**src/rtl/branch_resolve_unit_if.sv**
```systemverilog
// Bundle between fetch/execute and the branch resolve unit.
//   Pred_*          : prediction record issued at fetch (Pred_ready back-pressure)
//   Res_*           : outcome of the oldest in-flight branch from execute
//   Branch_resolved : training outcome to the predictor
//   Branch_addr_IN  : training PC (0 = no update)
//   FLUSH           : mispredict flush pulse
//   Redirect_addr   : correct next-fetch PC while FLUSH=1
//   Branch_count    : resolved-branch performance counter
//   Mispred_count   : mispredict performance counter
//   Error           : sticky protocol error flag
// The master modport is the pipeline side; the slave modport is the resolve unit.
interface branch_resolve_unit_if;
    logic        Pred_valid;
    logic [31:0] Pred_addr;
    logic        Pred_taken;
    logic [31:0] Pred_target;
    logic        Pred_ready;
    logic        Res_valid;
    logic [31:0] Res_addr;
    logic        Res_taken;
    logic [31:0] Res_target;
    logic        Branch_resolved;
    logic [31:0] Branch_addr_IN;
    logic        FLUSH;
    logic [31:0] Redirect_addr;
    logic [31:0] Branch_count;
    logic [31:0] Mispred_count;
    logic        Error;

    modport master (
        output Pred_valid, Pred_addr, Pred_taken, Pred_target,
        output Res_valid, Res_addr, Res_taken, Res_target,
        input  Pred_ready, Branch_resolved, Branch_addr_IN, FLUSH,
        input  Redirect_addr, Branch_count, Mispred_count, Error
    );

    modport slave (
        input  Pred_valid, Pred_addr, Pred_taken, Pred_target,
        input  Res_valid, Res_addr, Res_taken, Res_target,
        output Pred_ready, Branch_resolved, Branch_addr_IN, FLUSH,
        output Redirect_addr, Branch_count, Mispred_count, Error
    );
endinterface

```
**src/rtl/branch_resolve_unit.sv**
```systemverilog
// Branch resolve unit: update-side partner of the local branch predictor.
// Records each fetch prediction in an in-order tracking FIFO, pairs it with
// the outcome resolved in execute, trains the predictor, and raises a
// one-cycle FLUSH with a redirect PC on mispredict.
// Ports:
//   CLK   : clock, all state updates on posedge
//   RESET : asynchronous, active-high reset
//   bus   : branch_resolve_unit_if.slave (prediction push, resolve,
//           training/flush outputs, performance counters, Error)
module branch_resolve_unit #(
    parameter int unsigned DEPTH = 4,
    parameter int unsigned PTR_W = 2
) (
    input  logic                 CLK,
    input  logic                 RESET,
    branch_resolve_unit_if.slave bus
);

    logic [31:0]      addr_mem   [DEPTH];
    logic [31:0]      target_mem [DEPTH];
    logic [DEPTH-1:0] taken_mem;

    logic [PTR_W-1:0] rd_ptr, wr_ptr;
    logic [PTR_W:0]   count;

    logic        resolved_q;
    logic [31:0] train_addr_q;
    logic        flush_q;
    logic [31:0] redirect_q;
    logic [31:0] branch_cnt_q;
    logic [31:0] mispred_cnt_q;
    logic        error_q;

    logic        full, empty;
    logic        res_accept, pop, push, mispredict;
    logic        underflow, overflow, addr_mismatch;
    logic [31:0] head_addr, head_target;
    logic        head_taken;
    logic [31:0] redirect_next;

    always_comb begin
        full          = (count == (PTR_W+1)'(DEPTH));
        empty         = (count == '0);
        head_addr     = addr_mem[rd_ptr];
        head_target   = target_mem[rd_ptr];
        head_taken    = taken_mem[rd_ptr];
        // A resolve presented during the flush cycle belongs to the squashed path.
        res_accept    = bus.Res_valid & ~flush_q;
        pop           = res_accept & ~empty;
        underflow     = res_accept & empty;
        mispredict    = pop & ((head_taken != bus.Res_taken) |
                               (bus.Res_taken & (head_target != bus.Res_target)));
        addr_mismatch = pop & (head_addr != bus.Res_addr);
        overflow      = bus.Pred_valid & full;
        // Pred_ready is based on the current count only; a same-cycle pop does not free a slot.
        push          = bus.Pred_valid & ~full & ~mispredict;
        redirect_next = bus.Res_taken ? bus.Res_target : bus.Res_addr + 32'd8;
    end

    // Storage needs no reset: entries are only ever read behind a valid count.
    always_ff @(posedge CLK) begin
        if (push) begin
            addr_mem[wr_ptr]   <= bus.Pred_addr;
            target_mem[wr_ptr] <= bus.Pred_target;
            taken_mem[wr_ptr]  <= bus.Pred_taken;
        end
    end

    always_ff @(posedge CLK or posedge RESET) begin
        if (RESET) begin
            rd_ptr <= '0;
            wr_ptr <= '0;
            count  <= '0;
        end else if (mispredict) begin
            // Everything younger than the mispredicted branch is wrong path.
            rd_ptr <= '0;
            wr_ptr <= '0;
            count  <= '0;
        end else begin
            if (push) wr_ptr <= wr_ptr + 1'b1;
            if (pop)  rd_ptr <= rd_ptr + 1'b1;
            count <= count + {{PTR_W{1'b0}}, push} - {{PTR_W{1'b0}}, pop};
        end
    end

    always_ff @(posedge CLK or posedge RESET) begin
        if (RESET) begin
            resolved_q    <= 1'b0;
            train_addr_q  <= '0;
            flush_q       <= 1'b0;
            redirect_q    <= '0;
            branch_cnt_q  <= '0;
            mispred_cnt_q <= '0;
            error_q       <= 1'b0;
        end else begin
            resolved_q   <= pop & bus.Res_taken;
            train_addr_q <= pop ? bus.Res_addr : '0;
            flush_q      <= mispredict;
            if (mispredict) redirect_q <= redirect_next;
            if (pop && branch_cnt_q != '1)        branch_cnt_q  <= branch_cnt_q + 32'd1;
            if (mispredict && mispred_cnt_q != '1) mispred_cnt_q <= mispred_cnt_q + 32'd1;
            if (underflow | overflow | addr_mismatch) error_q <= 1'b1;
        end
    end

    assign bus.Pred_ready      = ~full;
    assign bus.Branch_resolved = resolved_q;
    assign bus.Branch_addr_IN  = train_addr_q;
    assign bus.FLUSH           = flush_q;
    assign bus.Redirect_addr   = redirect_q;
    assign bus.Branch_count    = branch_cnt_q;
    assign bus.Mispred_count   = mispred_cnt_q;
    assign bus.Error           = error_q;

endmodule

```
**src/flat_wrapper.sv**
```systemverilog
// flat-port wrapper written by rule: the top's interface ports become plain ports
module branch_resolve_unit_flat 
#(
    parameter int unsigned DEPTH = 4,
    parameter int unsigned PTR_W = 2
)
  (CLK, RESET, bus_Pred_valid, bus_Pred_addr, bus_Pred_taken, bus_Pred_target, bus_Res_valid, bus_Res_addr, bus_Res_taken, bus_Res_target, bus_Pred_ready, bus_Branch_resolved, bus_Branch_addr_IN, bus_FLUSH, bus_Redirect_addr, bus_Branch_count, bus_Mispred_count, bus_Error);
  branch_resolve_unit_if bus_i ();
  input  logic CLK;
  input  logic RESET;
  input wire logic [$bits(bus_i.Pred_valid)-1:0] bus_Pred_valid;
  input wire logic [$bits(bus_i.Pred_addr)-1:0] bus_Pred_addr;
  input wire logic [$bits(bus_i.Pred_taken)-1:0] bus_Pred_taken;
  input wire logic [$bits(bus_i.Pred_target)-1:0] bus_Pred_target;
  input wire logic [$bits(bus_i.Res_valid)-1:0] bus_Res_valid;
  input wire logic [$bits(bus_i.Res_addr)-1:0] bus_Res_addr;
  input wire logic [$bits(bus_i.Res_taken)-1:0] bus_Res_taken;
  input wire logic [$bits(bus_i.Res_target)-1:0] bus_Res_target;
  output wire logic [$bits(bus_i.Pred_ready)-1:0] bus_Pred_ready;
  output wire logic [$bits(bus_i.Branch_resolved)-1:0] bus_Branch_resolved;
  output wire logic [$bits(bus_i.Branch_addr_IN)-1:0] bus_Branch_addr_IN;
  output wire logic [$bits(bus_i.FLUSH)-1:0] bus_FLUSH;
  output wire logic [$bits(bus_i.Redirect_addr)-1:0] bus_Redirect_addr;
  output wire logic [$bits(bus_i.Branch_count)-1:0] bus_Branch_count;
  output wire logic [$bits(bus_i.Mispred_count)-1:0] bus_Mispred_count;
  output wire logic [$bits(bus_i.Error)-1:0] bus_Error;
  assign bus_i.Pred_valid = bus_Pred_valid;
  assign bus_i.Pred_addr = bus_Pred_addr;
  assign bus_i.Pred_taken = bus_Pred_taken;
  assign bus_i.Pred_target = bus_Pred_target;
  assign bus_i.Res_valid = bus_Res_valid;
  assign bus_i.Res_addr = bus_Res_addr;
  assign bus_i.Res_taken = bus_Res_taken;
  assign bus_i.Res_target = bus_Res_target;
  assign bus_Pred_ready = bus_i.Pred_ready;
  assign bus_Branch_resolved = bus_i.Branch_resolved;
  assign bus_Branch_addr_IN = bus_i.Branch_addr_IN;
  assign bus_FLUSH = bus_i.FLUSH;
  assign bus_Redirect_addr = bus_i.Redirect_addr;
  assign bus_Branch_count = bus_i.Branch_count;
  assign bus_Mispred_count = bus_i.Mispred_count;
  assign bus_Error = bus_i.Error;
  branch_resolve_unit #(.DEPTH(DEPTH), .PTR_W(PTR_W)) u_core (.CLK(CLK), .RESET(RESET), .bus(bus_i));
endmodule
```
**config.mk**
```make
export PLATFORM = sky130hd
export DESIGN_NAME = branch_resolve_unit_flat
export DESIGN_NICKNAME = d
export VERILOG_FILES = /design/src/rtl/branch_resolve_unit_if.sv /design/src/rtl/branch_resolve_unit.sv /design/src/flat_wrapper.sv
export SDC_FILE = /design/constraint.sdc
export NUM_CORES = 1
export LEC_CHECK = 0
export ABC_AREA = 0
export CAP_MARGIN = 20
export CORE_MARGIN = 5
export CORE_UTILIZATION = 49
export DETAILED_ROUTE_END_ITERATION = 10
export PLACE_DENSITY = 0.77
export SYNTH_ARGS = -nofsm -noshare
export SYNTH_HDL_FRONTEND = slang
export SYNTH_SLANG_ARGS = --single-unit
```
**constraint.sdc**
```tcl
create_clock -name CLK -period 4.05 [get_ports CLK]
set_input_delay 0.405 -clock CLK [delete_from_list [all_inputs] [get_ports CLK]]
set_output_delay 0.405 -clock CLK [all_outputs]
set_load 0.02 [all_outputs]
```
==> metrics.txt, run 1 <==
Gate Count Post-Synth around 1,100; Area contributors post-synth edfxtp_1, dfrtp_1, mux4_2; vias per inst between 5 and 6; Final Setup Violations 0; DR iter-0 viols about 670; first-pass GRT wire length about 64,000 µm; pin count of the biggest net entering global routing ~140; clk buf depth 3; initial antenna violation count 3; Setup Crit Path Kind reg2reg; Leak between 8 and 9 nW; Worst Path Arrival slightly above 4 ns; Post-DP HPWL 29,980 µm; CTS tree done; EDFF count, synth between 200 and 300; Layout Utilization 0.6298; Detailed Route WL ~43,000 µm; Slew Viols, Final 0; Root Buffer Master clkbuf_16; Async SR Flop Fraction 0.3467; All-Layer GR Usage 0.2176; CP Cell Sequence buf_4 -> mux4_2 -> xor2_1 -> nor4_1 -> nand3_1 -> nor4_4 -> or2b_1 -> and2_1 -> ha_1 -> inv_1 -> fa_1 -> xor2_1 -> xnor2_1 -> nor2_1; Worst Tran Pin Value 0.8754 ns; I/O Pins ~270; Cell Area, Synth between 15,000 and 20,000 µm²; outcome complete, no violations; Clock Skews 0.01827 ns; most used cell, CP xor2_1; slowest cell delay on critical path approximately 0.60 ns; H-tree levels 2; grt total ovfl 0; Fin Hold WS about 0.37 ns; wire length per cell approximately 23 µm; Power Density 616.7 nW/µm²; Synth Flop Type edfxtp_1; vias roughly 10,000; Peak VDD IR roughly 0.40 mV; layout cell share with drive strength beyond 1 0.1351; worst hold path type in2reg; Die W between 150 and 200 µm; Fmax achieved about 270 MHz; synthesized flop and latch total a little under 400; Final nets roughly 1,500; Setup TNS 0 ns; final antenna-violating net count 0; Yosys warnings 0; Crit. End Element flip-flop; worst-path cell with the longest stage delay dfrtp_4; DRC Markers 0; Die ar. around 38,000 µm²; Tot Pwr 0.01332 W; Mapped Nets 1,231; crit path launch type flip-flop; number of global-route vias before repair 10,611; Clock transition at path regs ~0.060 ns; Layout Cells excl Fill between 1,500 and 2,000; DRT Pass-1 Iters 5; Slew HR 0.4110; core footprint 34,290 µm²; Worst-Skew Late Latency between 0.5 and 0.6 ns; hold buffers post-CTS 0; Avg Inst Size Synth between 15 and 20 µm²; Area growth syn-to-layout 28.10%; routability-driven placement congestion ratio ~0.86; Port Buf Inserts 265; CTS Buf Count 40; most area-hungry cell type in the Yosys netlist edfxtp_1; top cell type's share of synthesized area 0.4632; Final Hold Viols 0; Worst EP required 4.46 ns; RSZ-0062 raised after global routing false; max_cap viols 0; fin crit period 3.693 ns; post-synthesis sequential area ratio 0.6681; FP Rows between 60 and 70; Cell variety after synth 49; Tcrit/Tclk final 0.9120; Die Ht roughly 200 µm; initial core utilization 0.4916; worst-path maximum fanout 13; placed cells approximately 1,800; clock sink total a little under 400
==> cell type report <==
class	instances	area [µm²]
Fill cell	2409	12690
Sequential cell	398	11270
Multi-Input combinational cell	625	5326
Timing Repair Buffer	298	3012
Clock buffer	56	1177
Tap cell	455	569.3
Clock inverter	17	153.9
Inverter	20	78.83
Antenna cell	3	7.507
==> where the power goes <==
group	internal [W]	total, W	switching (W)
registers	0.00515	0.00559	0.000443
logic	0.00201	0.00405	0.00203
clock network	0.00217	0.00368	0.00151
==> per-layer routing <==
metal | track usage | share of wire | wire length, µm | vias to the layer above
met5 | 0 | 0.00056 | 24 | -
met4 | 0.05922 | 0.026 | 1109 | 4
met3 | 0.04676 | 0.085 | 3613 | 79
met2 | 0.3577 | 0.49 | 20710 | 424
met1 | 0.2978 | 0.40 | 17050 | 5253
li1 | - | - | - | 4657
==> worst paths after layout <==
path                       depth (start not counted)  slack (ns)                         start                           end
max                                               14        0.36              u_core.rd_ptr[0]               u_core.count[2]
min                                                2        0.37                 bus_Res_taken    u_core.bus.Branch_resolved
min in group asynchronous                          3        0.48                         RESET   u_core.bus.Branch_count[30]
max reg2reg                                       14        0.36              u_core.rd_ptr[0]               u_core.count[2]
max in group asynchronous                          3        3.00                         RESET              u_core.rd_ptr[1]
min reg2reg                                        1        0.49  u_core.bus.Mispred_count[20]  u_core.bus.Mispred_count[20]
==> flip-flops by register name, summed over array words and instances, names as in the netlist <==
name,count
u_core.bus.Branch_count,32
u_core.target_mem,128
u_core.rd_ptr,2
u_core.bus.FLUSH,1
u_core.bus.Branch_resolved,1
u_core.bus.Error,1
u_core.wr_ptr,2
u_core.bus.Branch_addr_IN,32
u_core.count,3
u_core.bus.Redirect_addr,32
u_core.addr_mem,128
u_core.taken_mem,4
u_core.bus.Mispred_count,32
==> synth_stat cells, types with 3 or more instances <==
cell / instances
mux4_2: 60
nor4_1: 11
or4_1: 3
o21ai_0: 44
nor3_1: 28
clkbuf_1: 28
ha_1: 9
inv_1: 19
or2_2: 3
xor2_1: 77
a2111oi_0: 3
buf_6: 4
and4_1: 7
nand2_1: 60
mux2_4: 18
buf_2: 12
and3_1: 19
mux2_1: 6
a21oi_1: 4
edfxtp_1: 260
mux2i_1: 21
nand4_1: 31
o22ai_1: 4
nand3_1: 31
and2_1: 41
nor2_1: 39
nor2b_1: 3
nor3b_1: 5
xnor2_1: 76
dfrtp_1: 138
==> worst max-delay path: cells and delay by family, from the launching register on <==
kind / cells / cell delay (ns)
and+or+nand+nor: 6 / 1.08
DFF: 1 / 0.60
xor gates and xnor gates: 3 / 0.46
muxes: 1 / 0.56
adders and majority gates: 2 / 0.52
buffers and inverters: 2 / 0.35
==> layout by cell type, fill, tap and decap left out, types with 18 or more instances in the layout <==
| cell | Yosys | final |
|---|---|---|
| and2_1 | 41 | 41 |
| buf_4 | 0 | 23 |
| clkbuf_16 | 0 | 42 |
| clkdlybuf4s50_1 | 0 | 264 |
| dfrtp_1 | 138 | 136 |
| edfxtp_1 | 260 | 260 |
| inv_1 | 19 | 18 |
| mux2_4 | 18 | 18 |
| mux2i_1 | 21 | 21 |
| mux4_2 | 60 | 60 |
| nand2_1 | 60 | 60 |
| nand3_1 | 31 | 31 |
| nand4_1 | 31 | 31 |
| nor2_1 | 39 | 39 |
| nor3_1 | 28 | 28 |
| o21ai_0 | 44 | 44 |
| xnor2_1 | 76 | 76 |
| xor2_1 | 77 | 77 |
==> logic make-up after synthesis <==
group	count (synthesis)	share of synthesized area
AOI/OAI and AO/OA	66	0.02294
xor gates and xnor gates	153	0.07950
adders and majority gates	10	0.007868
buffers and inverters	64	0.01692
DFF	398	0.6681
muxes	107	0.1140
and+or+nand+nor	289	0.09071
==> timing repair <==
item                                    CTS  global route
buffers inserted                          0             1
gates resized for setup                   0             0
endpoints found under the setup margin    0             1
==> metrics by stage <==
step	worst slack, ns	cell area [µm²]
after floorplan	0.5068	16860
after global placement	0.2460	20240
after detailed placement	0.2625	20240
after CTS	0.1965	21570
after global routing	0.1359	21590
final	0.3566	21590
Note: power is estimated with default switching activity, not from simulation.
==> run 2, diff against run 1 <==
--- a/config.mk
+++ b/config.mk
@@ -5,12 +5,12 @@
 export SDC_FILE = /design/constraint.sdc
 export NUM_CORES = 1
 export LEC_CHECK = 0
-export ABC_AREA = 0
+export ABC_AREA = 1
 export CAP_MARGIN = 20
 export CORE_MARGIN = 5
 export CORE_UTILIZATION = 49
 export DETAILED_ROUTE_END_ITERATION = 10
-export PLACE_DENSITY = 0.77
+export PLACE_DENSITY = 0.76
 export SYNTH_ARGS = -nofsm -noshare
 export SYNTH_HDL_FRONTEND = slang
 export SYNTH_SLANG_ARGS = --single-unit
==> metrics.txt, run 2 <==
wire length per cell approximately 20 µm; Post-DP HPWL 36,290 µm; Fmax achieved approximately 280 MHz; Slew HR 0.3679; core footprint between 30,000 and 40,000 µm²; Final nets around 2,300; clk buf depth 3; Avg Inst Size Synth a little under 10 µm²; post-CTS setup buffer count 0; Area growth syn-to-layout 24.82%; initial antenna violation count 3; Fin Hold WS between 0.4 and 0.5 ns; DRC Markers 0; Worst Tran Pin Value about 0.95 ns; Comb power frac 0.331; final antenna-violating net count 0; worst-path maximum fanout between 80 and 90; switching pwr 0.004995 W; Async SR Flop Fraction 0.3467; Yosys warnings 0; Design Area, Final ~23,000 µm²; synthesized flop and latch total roughly 400; grt total ovfl 0; commonest non-fill, non-tap cell in the layout nand2_1; # fillers between 2,000 and 3,000; first-pass GRT wire length 81,390 µm; Clock transition at path regs about 0.06 ns; sw frac 0.3593; Routed met3 length around 5200 µm; vias ~15,000; Layout Utilization 0.6203; DRT Pass-1 Iters 6; All-Layer GR Usage 0.2530; Final Hold Viols 0; Power Density 610.7 nW/µm²; Peak VDD IR about 0.53 mV; Cell Area, Synth between 15,000 and 20,000 µm²; Top Layer Used met5; most frequent cell after synthesis nand2_1; Die Ht approximately 200 µm; Worst EP required about 4.5 ns; number of global-route vias before repair 14,333; layout cell share with drive strength beyond 1 0.04922; Leak ~9.5 nW; hold buffers post-CTS 0; most frequent cells in the layout nand2_1, clkdlybuf4s50_1, edfxtp_1, nand3_1; DR iter-0 viols approximately 1,300; Worst-Skew Late Latency 0.56 ns; Root Buffer Master clkbuf_16; Slew Viols, Final 0; fin crit period roughly 3.6 ns; area of the multi-input gates just over 6000 µm²; Crit. End Element flip-flop; Seq pwr share 0.395; vias per inst between 5 and 6; Final Setup Violations 0; Synth Flop Type edfxtp_1; Die W about 200 µm; Reg area 11,270 µm²; most area-hungry cell type in the Yosys netlist edfxtp_1; Tcrit/Tclk final 0.8969; Clock power frac 0.274; routability-driven placement congestion ratio between 0.9 and 1; R2R depth 20; I/O Pins approximately 270; initial core utilization 0.4969; Die ar. roughly 41,000 µm²; H-tree levels 2; FP Rows 70; post-synthesis sequential area ratio 0.6175; Clock Skews approximately 0.022 ns; Setup Crit Path Kind reg2reg; worst hold path type in2async; pin count of the biggest net entering global routing around 140; Port Buf Inserts approximately 270; Gate Count Post-Synth roughly 1,900; Worst Path Arrival 4.11 ns; Post-CTS Resized 0; crit path launch type flip-flop; outcome complete, no violations; placed inst area between 20,000 and 25,000 µm²; Detailed Route WL about 53,000 µm; Setup TNS 0 ns; DR WL met2 between 20,000 and 30,000 µm; top cells by instance count after synthesis nand2_1, edfxtp_1, nand3_1; top cell type's share of synthesized area 0.4281; Area contributors post-synth edfxtp_1, dfrtp_1, nand2_1; M1 WL between 20,000 and 25,000 µm; Cell variety after synth 40; Top Registers u_core.addr_mem: 128 flops, u_core.target_mem: 128 flops; Mapped Nets 2,027; CTS Buf Count 41; EDFF count, synth between 200 and 300; RSZ-0062 raised after global routing false; Internal Pwr Total between 0.008 and 0.009 W; clock sink total 398; CTS tree done; max_cap viols 0
run 2: changes by cell type in the layout (fill, tap and decap cells not counted), sizes merged, moves of 42 or more:
cell / delta
and2: -42
xnor2: -56
nand2: +593
nand3: +157
nor2: +102
mux4: -60
inv: +90
run 2: area by class of cell:
| type | count | area share |
|---|---|---|
| sequential | 398 | 0.4949 |
| multi-input combinational | 1298 | 0.2724 |
| timing repair buffer | 288 | 0.1269 |
| clock buffer | 55 | 0.05238 |
| tap | 468 | 0.02572 |
| inverter | 114 | 0.01902 |
| clock inverter | 21 | 0.008465 |
| antenna | 2 | 0.0002199 |
run 2: worst paths after layout:
| kind | start | endpoint | slack [ns] |
|---|---|---|---|
| max in group asynchronous | RESET | u_core.rd_ptr[1] | 3.01 |
| setup reg to reg | u_core.rd_ptr[0] | u_core.count[2] | 0.42 |
| hold / removal | RESET | u_core.bus.Branch_count[30] | 0.45 |
| hold reg to reg | u_core.bus.Redirect_addr[8] | u_core.bus.Redirect_addr[8] | 0.48 |
| setup / recovery | u_core.rd_ptr[0] | u_core.count[2] | 0.42 |
| min in group CLK | bus_Pred_target[25] | u_core.target_mem[1][25] | 0.48 |
run 2: power by group through the flow:
| stage | registers (W) | logic (W) | clock network, W |
|---|---|---|---|
| after CTS | 0.00548 | 0.00460 | 0.00386 |
| after floorplan | 0.00582 | 0.00258 | 0 |
| after global routing | 0.00553 | 0.00505 | 0.00405 |
| after detailed placement | 0.00555 | 0.00456 | 0 |
| after global placement | 0.00553 | 0.00446 | 0 |
| final | 0.00548 | 0.00461 | 0.00381 |
run 2: per-layer routing:
metal	track usage	vias up
met5	0	-
met3	0.04424	112
met1	0.3386	6954
met4	0.09918	4
li1	-	6799
met2	0.4151	788
run 2: logic make-up (layout without fill, tap and decap cells):
group | count (synthesis) | in the layout | share of synthesized area
adders and majority gates | 10 | 10 | 0.007273
xor gates and xnor gates | 102 | 102 | 0.04899
DFF | 398 | 398 | 0.6175
muxes | 9 | 9 | 0.004940
and+or+nand+nor | 1099 | 1099 | 0.2538
AOI/OAI and AO/OA | 78 | 78 | 0.02292
other | 0 | 2 | 0
buffers and inverters | 187 | 478 | 0.04460
run 2: stage by stage:
stage / power, W / setup slack (ns) / instances
floorplan: 0.008403 / -0.9681 / 1883
global placement: 0.009991 / 0.4946 / 2566
detailed placement: 0.01010 / 0.4134 / 2566
CTS: 0.01394 / 0.4074 / 2642
global route: 0.01463 / 0.09231 / 2642
finish: 0.01390 / 0.4174 / 2644
run 2: critical path, stage by stage, from the launching register on:
cell and delay [ns]:
dfrtp_4 0.41, buf_4 0.70, nand2_1 0.10, nand3_1 0.14, nand2_1 0.07, nand2_1 0.08
nand2_1 0.06, inv_1 0.05, nand2_1 0.04, nor2_1 0.13, nand2_1 0.07, nor2_1 0.21
nand3_2 0.13, nand2_2 0.10, nand2_1 0.24, inv_1 0.13, ha_1 0.16, inv_1 0.05
fa_1 0.37, xor2_1 0.17, nor2_1 0.10
